**config.mk**
```make
export PLATFORM = sky130hd
export DESIGN_NAME = hilo_muldiv_unit
export DESIGN_NICKNAME = d
export VERILOG_FILES = /design/src/rtl/hilo_muldiv_unit.sv
export SDC_FILE = /design/constraint.sdc
export NUM_CORES = 1
export LEC_CHECK = 0
export BUFFER_PORTS_ARGS = -buffer_cell sky130_fd_sc_hd__buf_2
export CAP_MARGIN = 20
export CORE_MARGIN = 4
export CORE_UTILIZATION = 45
export DETAILED_ROUTE_END_ITERATION = 12
export HOLD_SLACK_MARGIN = 0.15
export SYNTH_ARGS = -nofsm -noshare
export SYNTH_HDL_FRONTEND = slang
export SYNTH_SLANG_ARGS = --single-unit
```
**constraint.sdc**
```tcl
create_clock -name clk -period 7.8 [get_ports clk]
set_input_delay 0.78 -clock clk [delete_from_list [all_inputs] [get_ports clk]]
set_output_delay 0.78 -clock clk [all_outputs]
set_load 0.1 [all_outputs]
```
**src/rtl/hilo_muldiv_unit.sv**
```systemverilog
// HI/LO register file with an iterative multiply/divide engine and a hazard stall for HI/LO instructions.
// Optional macro HILO_FAST_MUL_EN: single-cycle multiply; divide stays iterative.
module hilo_muldiv_unit #(
  parameter int WIDTH = 32,
  parameter int CNT_W = 6
) (
  input  logic             clk,
  input  logic             reset,
  input  logic             inst_valid,
  input  logic [2:0]       HiLotype,
  input  logic [5:0]       funct,
  input  logic [WIDTH-1:0] rs_data,
  input  logic [WIDTH-1:0] rt_data,
  output logic [WIDTH-1:0] hilo_rdata,
  output logic             stall,
  output logic             busy,
  output logic             done,
  output logic             div_zero,
  output logic [WIDTH-1:0] hi,
  output logic [WIDTH-1:0] lo
);

  typedef enum logic [1:0] {IDLE, RUN, FIN} state_e;

  localparam logic [2:0] HL_NONE   = 3'b000;
  localparam logic [2:0] HL_MTHI   = 3'b101;
  localparam logic [2:0] HL_MTLO   = 3'b011;
  localparam logic [2:0] HL_MFHI   = 3'b100;
  localparam logic [2:0] HL_MFLO   = 3'b010;
  localparam logic [2:0] HL_MULDIV = 3'b111;

  state_e               state_q;
  logic [WIDTH-1:0]     hi_q, lo_q, op_b_q;
  logic [2*WIDTH-1:0]   acc_q, acc_d;
  logic [CNT_W-1:0]     cnt_q;
  logic                 is_div_q, neg_res_q, neg_rem_q;
  logic                 busy_q, done_q, div_zero_q;

  logic                 accept, start, rs_neg, rt_neg, funct_unused;
  logic [WIDTH-1:0]     rs_mag, rt_mag, quo_fix, rem_fix;
  logic [2*WIDTH-1:0]   prod_fix;
  logic [WIDTH:0]       add_sum, rem_shift, rem_diff;

  assign stall  = inst_valid & busy_q & (HiLotype != HL_NONE);
  assign accept = inst_valid & ~stall;
  assign start  = accept & (HiLotype == HL_MULDIV);

  // funct[0] selects unsigned; only the low two bits matter here.
  assign rs_neg = ~funct[0] & rs_data[WIDTH-1];
  assign rt_neg = ~funct[0] & rt_data[WIDTH-1];
  assign rs_mag = rs_neg ? -rs_data : rs_data;
  assign rt_mag = rt_neg ? -rt_data : rt_data;
  assign funct_unused = ^funct[5:2];

  assign busy     = busy_q;
  assign done     = done_q;
  assign div_zero = div_zero_q;
  assign hi       = hi_q;
  assign lo       = lo_q;

  // NOTE: every always_comb output gets a default first so no path leaves it unassigned (no latch).
  always_comb begin
    hilo_rdata = '0;
    if (accept && HiLotype == HL_MFHI)      hilo_rdata = hi_q;
    else if (accept && HiLotype == HL_MFLO) hilo_rdata = lo_q;
  end

  // acc_q = {upper, lower}: multiply keeps {partial product, remaining multiplier};
  // divide keeps {partial remainder, dividend bits shifting into quotient bits}.
  always_comb begin
    add_sum   = {1'b0, acc_q[2*WIDTH-1:WIDTH]} + {1'b0, op_b_q & {WIDTH{acc_q[0]}}};
    rem_shift = acc_q[2*WIDTH-1:WIDTH-1];
    rem_diff  = rem_shift - {1'b0, op_b_q};
    if (!is_div_q)          acc_d = {add_sum, acc_q[WIDTH-1:1]};
    else if (!rem_diff[WIDTH]) acc_d = {rem_diff[WIDTH-1:0], acc_q[WIDTH-2:0], 1'b1};
    else                    acc_d = {rem_shift[WIDTH-1:0], acc_q[WIDTH-2:0], 1'b0};
  end

  assign prod_fix = neg_res_q ? -acc_q : acc_q;
  assign quo_fix  = neg_res_q ? -acc_q[WIDTH-1:0] : acc_q[WIDTH-1:0];
  assign rem_fix  = neg_rem_q ? -acc_q[2*WIDTH-1:WIDTH] : acc_q[2*WIDTH-1:WIDTH];

`ifdef HILO_FAST_MUL_EN
  logic [2*WIDTH-1:0] fast_mag, fast_prod;
  assign fast_mag  = {{WIDTH{1'b0}}, rs_mag} * {{WIDTH{1'b0}}, rt_mag};
  assign fast_prod = (rs_neg ^ rt_neg) ? -fast_mag : fast_mag;
`endif

  // NOTE: sequential state uses non-blocking assignments only; reset is sampled on the clock edge.
  always_ff @(posedge clk) begin
    if (!reset) begin
      state_q    <= IDLE;
      hi_q       <= '0;
      lo_q       <= '0;
      op_b_q     <= '0;
      acc_q      <= '0;
      cnt_q      <= '0;
      is_div_q   <= 1'b0;
      neg_res_q  <= 1'b0;
      neg_rem_q  <= 1'b0;
      busy_q     <= 1'b0;
      done_q     <= 1'b0;
      div_zero_q <= 1'b0;
    end else begin
      done_q     <= 1'b0;
      div_zero_q <= 1'b0;
      if (accept && HiLotype == HL_MTHI) hi_q <= rs_data;
      if (accept && HiLotype == HL_MTLO) lo_q <= rs_data;

      case (state_q)
        IDLE: begin
          if (start) begin
            if (funct[1] && rt_data == '0) begin
              done_q     <= 1'b1;
              div_zero_q <= 1'b1;
            end
`ifdef HILO_FAST_MUL_EN
            else if (!funct[1]) begin
              {hi_q, lo_q} <= fast_prod;
              done_q       <= 1'b1;
            end
`endif
            else begin
              state_q   <= RUN;
              busy_q    <= 1'b1;
              acc_q     <= {{WIDTH{1'b0}}, rs_mag};
              op_b_q    <= rt_mag;
              cnt_q     <= '0;
              is_div_q  <= funct[1];
              neg_res_q <= rs_neg ^ rt_neg;
              neg_rem_q <= rs_neg;
            end
          end
        end
        RUN: begin
          acc_q <= acc_d;
          cnt_q <= cnt_q + 1'b1;
          if (cnt_q == CNT_W'(WIDTH - 1)) state_q <= FIN;
        end
        FIN: begin
          if (is_div_q) begin
            hi_q <= rem_fix;
            lo_q <= quo_fix;
          end else begin
            {hi_q, lo_q} <= prod_fix;
          end
          busy_q  <= 1'b0;
          done_q  <= 1'b1;
          state_q <= IDLE;
        end
        default: state_q <= IDLE;
      endcase
    end
  end

endmodule

```
==> results.cfg <==
[flow_run]
cap_violations = 0

[yosys]
ys_warn_count = 0
syn-mean-instance-area_um2 = 7.59
synthesis.nets = 2079
synth-async-reset-ratio_pct = 0
seq_area_frac_synth_pct = 23.8
synth_ff_type = dfxtp_1
ys_seq_elements = 174
synth-edff-count = 0
syn-cell-area_mm2 = 0.0147
synth.distinct_cells = 79
synthCells = 1932

[clocking]
cts_sinks = 174
cts_resized = 0
htree_levels = 4
clockRootBuffer = clkbuf_16
clk_latency_ns = 0.46
cts_hold_buffers = 0
cts_tree = yes
clkTransAtPathRegs_ns = 0.07
cts_buffer_depth = 2
cts_buffers = 17
postCtsSetupBuffers = 0

[power]
peakVddDrop_mv = 0.151
power_density_mw_per_mm2 = 150
clock_power_share_pct = 38.4
comb_power_share_pct = 23.4
p_total_uw = 2460
switching_share_pct = 33.4
p_leak_uw = 0.00717
p_int_uw = 1640
switchingPower_uw = 819
pwr-share-seq_pct = 38.2

[worst_setup_path]
r2r_slack_ns = 3.45
critPathArrivalTime_ns = 4.72
startpoint = acc_q[31]$_SDFFE_PN0P_
required_ns = 8.17
path_delay_family = compound AO/OA/AOI/OAI gates
critPathMaxStageDelay_ns = 0.47
reg2reg_from = acc_q[31]$_SDFFE_PN0P_
startpoint_type = flip-flop
reg2regPathDepth = 13
cp.depth = 13
path_cells = inv_1 -> ha_1 -> fa_1 -> nand2b_1 -> a21oi_1 -> o21ai_0 -> a31o_1 -> a21o_1 -> a211oi_4 -> a211o_1 -> buf_4 -> mux2_2 -> o221ai_1
cp_max_fo = 30
path_buf_inv = 2
cp_slowest_cell = buf_4
rr_endpoint = acc_q[32]$_SDFFE_PN0P_
end_kind = flip-flop
critical_path_class = flip-flop to flip-flop

[cells_and_area]
area_growth_pct = 11.5
final_util_pct = 51.3
nets = 2160
multi_input_area_mm2 = 0.0104
num-fill-cells = 3170
drive_gt1_share_pct = 13.6
seqCellArea_mm2 = 0.00348

[sta]
period_needed_ns = 4.35
setup_viol_count_final = 0
tns_ns = 0
relSlewSlack_pct = 24.7
hold_viol = 0
max_freq_mhz = 230
grt_setup_unrepaired = no
drv_slew = 0
holdWs_ns = 0.502
finalCritPeriodShare_pct = 55.7
worst_pin_slew_ns = 1.12
finClkSkew_ns = 0.0140

[global_routing]
grt_util_met3_pct = 3.61
grt_usage_pct = 28.5
grt_max_degree = 91
grt_use_met1_pct = 36.8
grt_first_pass_wirelength_um = 80700
antenna_found_initial = 3
grt-ovfl-total = 0
gr-usage-met2_pct = 48.6
grt_pass1_vias = 13800
top_usage_layer = met2

[drt]
num_vias = 14800
drtIter0Drc = 967
drt-vias-per-instance = 6.02
drt-total-wl_um = 52800
wire_per_inst_um = 21.4
drc = 0
drt_first_pass_iters = 6
ant_nets = 0

[run_status]
status = finished clean

[min_path]
whs_endpoint = op_b_q[15]$_SDFFE_PN0P_
hold_depth = 2
hold_path.class = flip-flop to flip-flop
holdCritStartpoint = op_b_q[15]$_SDFFE_PN0P_

[floorplan]
row_count = 65
die_w_um = 188
fp.dieArea_mm2 = 0.0355
num_io_pins = 176
core_area_mm2 = 0.0319
start_util_pct = 46.0
die_h_um = 188

[placed_design]
io_buffers = 171
dp_hpwl_um = 39600
routabilityCongestion = 0.942
## kinds of logic after synthesis
group / Yosys count / synth area share, %
flip-flops: 174 / 23.8
AND/OR/NAND/NOR: 587 / 18.8
XOR/XNOR: 170 / 10.2
buffers and inverters: 197 / 5.50
adder cells (fa/ha/maj): 71 / 6.16
AO/OA/AOI/OAI: 621 / 27.8
multiplexers: 112 / 7.83
## cells in the final DEF, fill, tap and decap left out, drive strengths merged, types with 14 or more instances in the layout
cell	instances
buf	192
xnor2	109
xor2	61
nand4	17
nor4	25
nor2b	18
or3	17
nor2	254
nor3	32
a22oi	23
a21oi	156
a31oi	18
a22o	34
mux2i	91
and3	14
and2	17
nand2	121
ha	69
dfxtp	174
nand3	27
o211ai	15
mux2	21
inv	73
clkbuf	19
o21ai	108
a21o	36
a211oi	103
o31ai	21
o22ai	38
## through the flow
step | instances | setup WS (ns) | cell area, um^2
CTS | 2460 | 3.43 | 16300
detailed placement | 2428 | 3.46 | 15700
floorplan | 1932 | 4.53 | 14700
finish | 2464 | 3.45 | 16300
global route | 2464 | 3.20 | 16300
global placement | 2428 | 3.45 | 15700
## worst max-delay path by stage
stage	to	slack [ns]
after floorplan	hilo_rdata[10]	4.53
after global placement	hi[16]$_SDFFE_PN0P_	3.45
after detailed placement	hi[16]$_SDFFE_PN0P_	3.46
after CTS	hi[16]$_SDFFE_PN0P_	3.43
after global routing	acc_q[33]$_SDFFE_PN0P_	3.20
final	acc_q[32]$_SDFFE_PN0P_	3.45
## per-layer routing
metal / vias up / part of all wire (%) / wire, um
met1: 7076 / 44 / 23200
met4: 0 / 3.0 / 1600
met3: 78 / 5.5 / 2910
met2: 471 / 47 / 25000
met5: - / 0 / 0
li1: 7220 / - / -
## power by group through the flow
stage               logic (uW)  clock network [uW]  registers [uW]
finish                     575                 943             937
global route               619                 992             939
CTS                        572                 956             936
detailed placement         569                   0             957
global placement           566                   0             957
floorplan                  379                   0             995
## state kept, by name, summed over array words and instances (netlist names)
signal	count
div_zero	1
cnt_q	6
neg_rem_q	1
state_q	2
hi	32
acc_q	64
is_div_q	1
lo	32
busy	1
done	1
op_b_q	32
neg_res_q	1
## cell usage after synthesis (3+ instances only)
cell type | number | area, um^2
xor2_1 | 61 | 534
buf_6 | 3 | 33.8
a41oi_1 | 3 | 26.3
a22o_1 | 34 | 298
mux2i_1 | 91 | 911
nand2b_1 | 13 | 81.3
o21bai_1 | 6 | 45.0
o21ai_0 | 89 | 445
o22ai_1 | 38 | 238
a21oi_1 | 155 | 776
nor3_1 | 30 | 150
and2_1 | 17 | 106
or3_1 | 17 | 106
nand2_1 | 121 | 454
o41ai_1 | 10 | 87.6
nor2b_1 | 18 | 113
ha_1 | 69 | 863
or2_2 | 7 | 43.8
mux2_2 | 21 | 236
nor3b_1 | 5 | 37.5
a2111oi_0 | 3 | 26.3
a22oi_1 | 23 | 173
a21o_1 | 36 | 270
nor4_2 | 3 | 37.5
o221ai_1 | 8 | 70.1
a211oi_1 | 102 | 766
nor2_1 | 253 | 950
xnor2_1 | 109 | 955
inv_1 | 66 | 248
o21ai_1 | 19 | 95.1
a21boi_0 | 4 | 30.0
nand4_1 | 16 | 100
nor4_1 | 22 | 138
o211a_1 | 3 | 30.0
buf_1 | 8 | 30.0
clkbuf_1 | 98 | 368
o21a_1 | 9 | 67.6
buf_2 | 19 | 95.1
and3_1 | 14 | 87.6
or4_1 | 9 | 67.6
nand3_1 | 27 | 135
dfxtp_1 | 174 | 3480
o31ai_1 | 21 | 158
o211ai_1 | 15 | 113
a31oi_1 | 18 | 113
## area by class of cell
type                    count  area share [%]
multi-input cells        1561            63.6
flip-flops and latches    174            21.3
repair buffers            192            6.32
well taps                 435            3.33
clock buffers              19            2.77
inverters                  67            1.54
clock inverters            13            1.06
diodes                      3          0.0459
## worst min-delay path, delay by kind of cell (launching register included)
family           cells  cell delay, ns
AO/OA/AOI/OAI        1            0.05
AND/OR/NAND/NOR      1            0.09
flip-flops           1            0.31
Power figures use the tool's default switching activity.
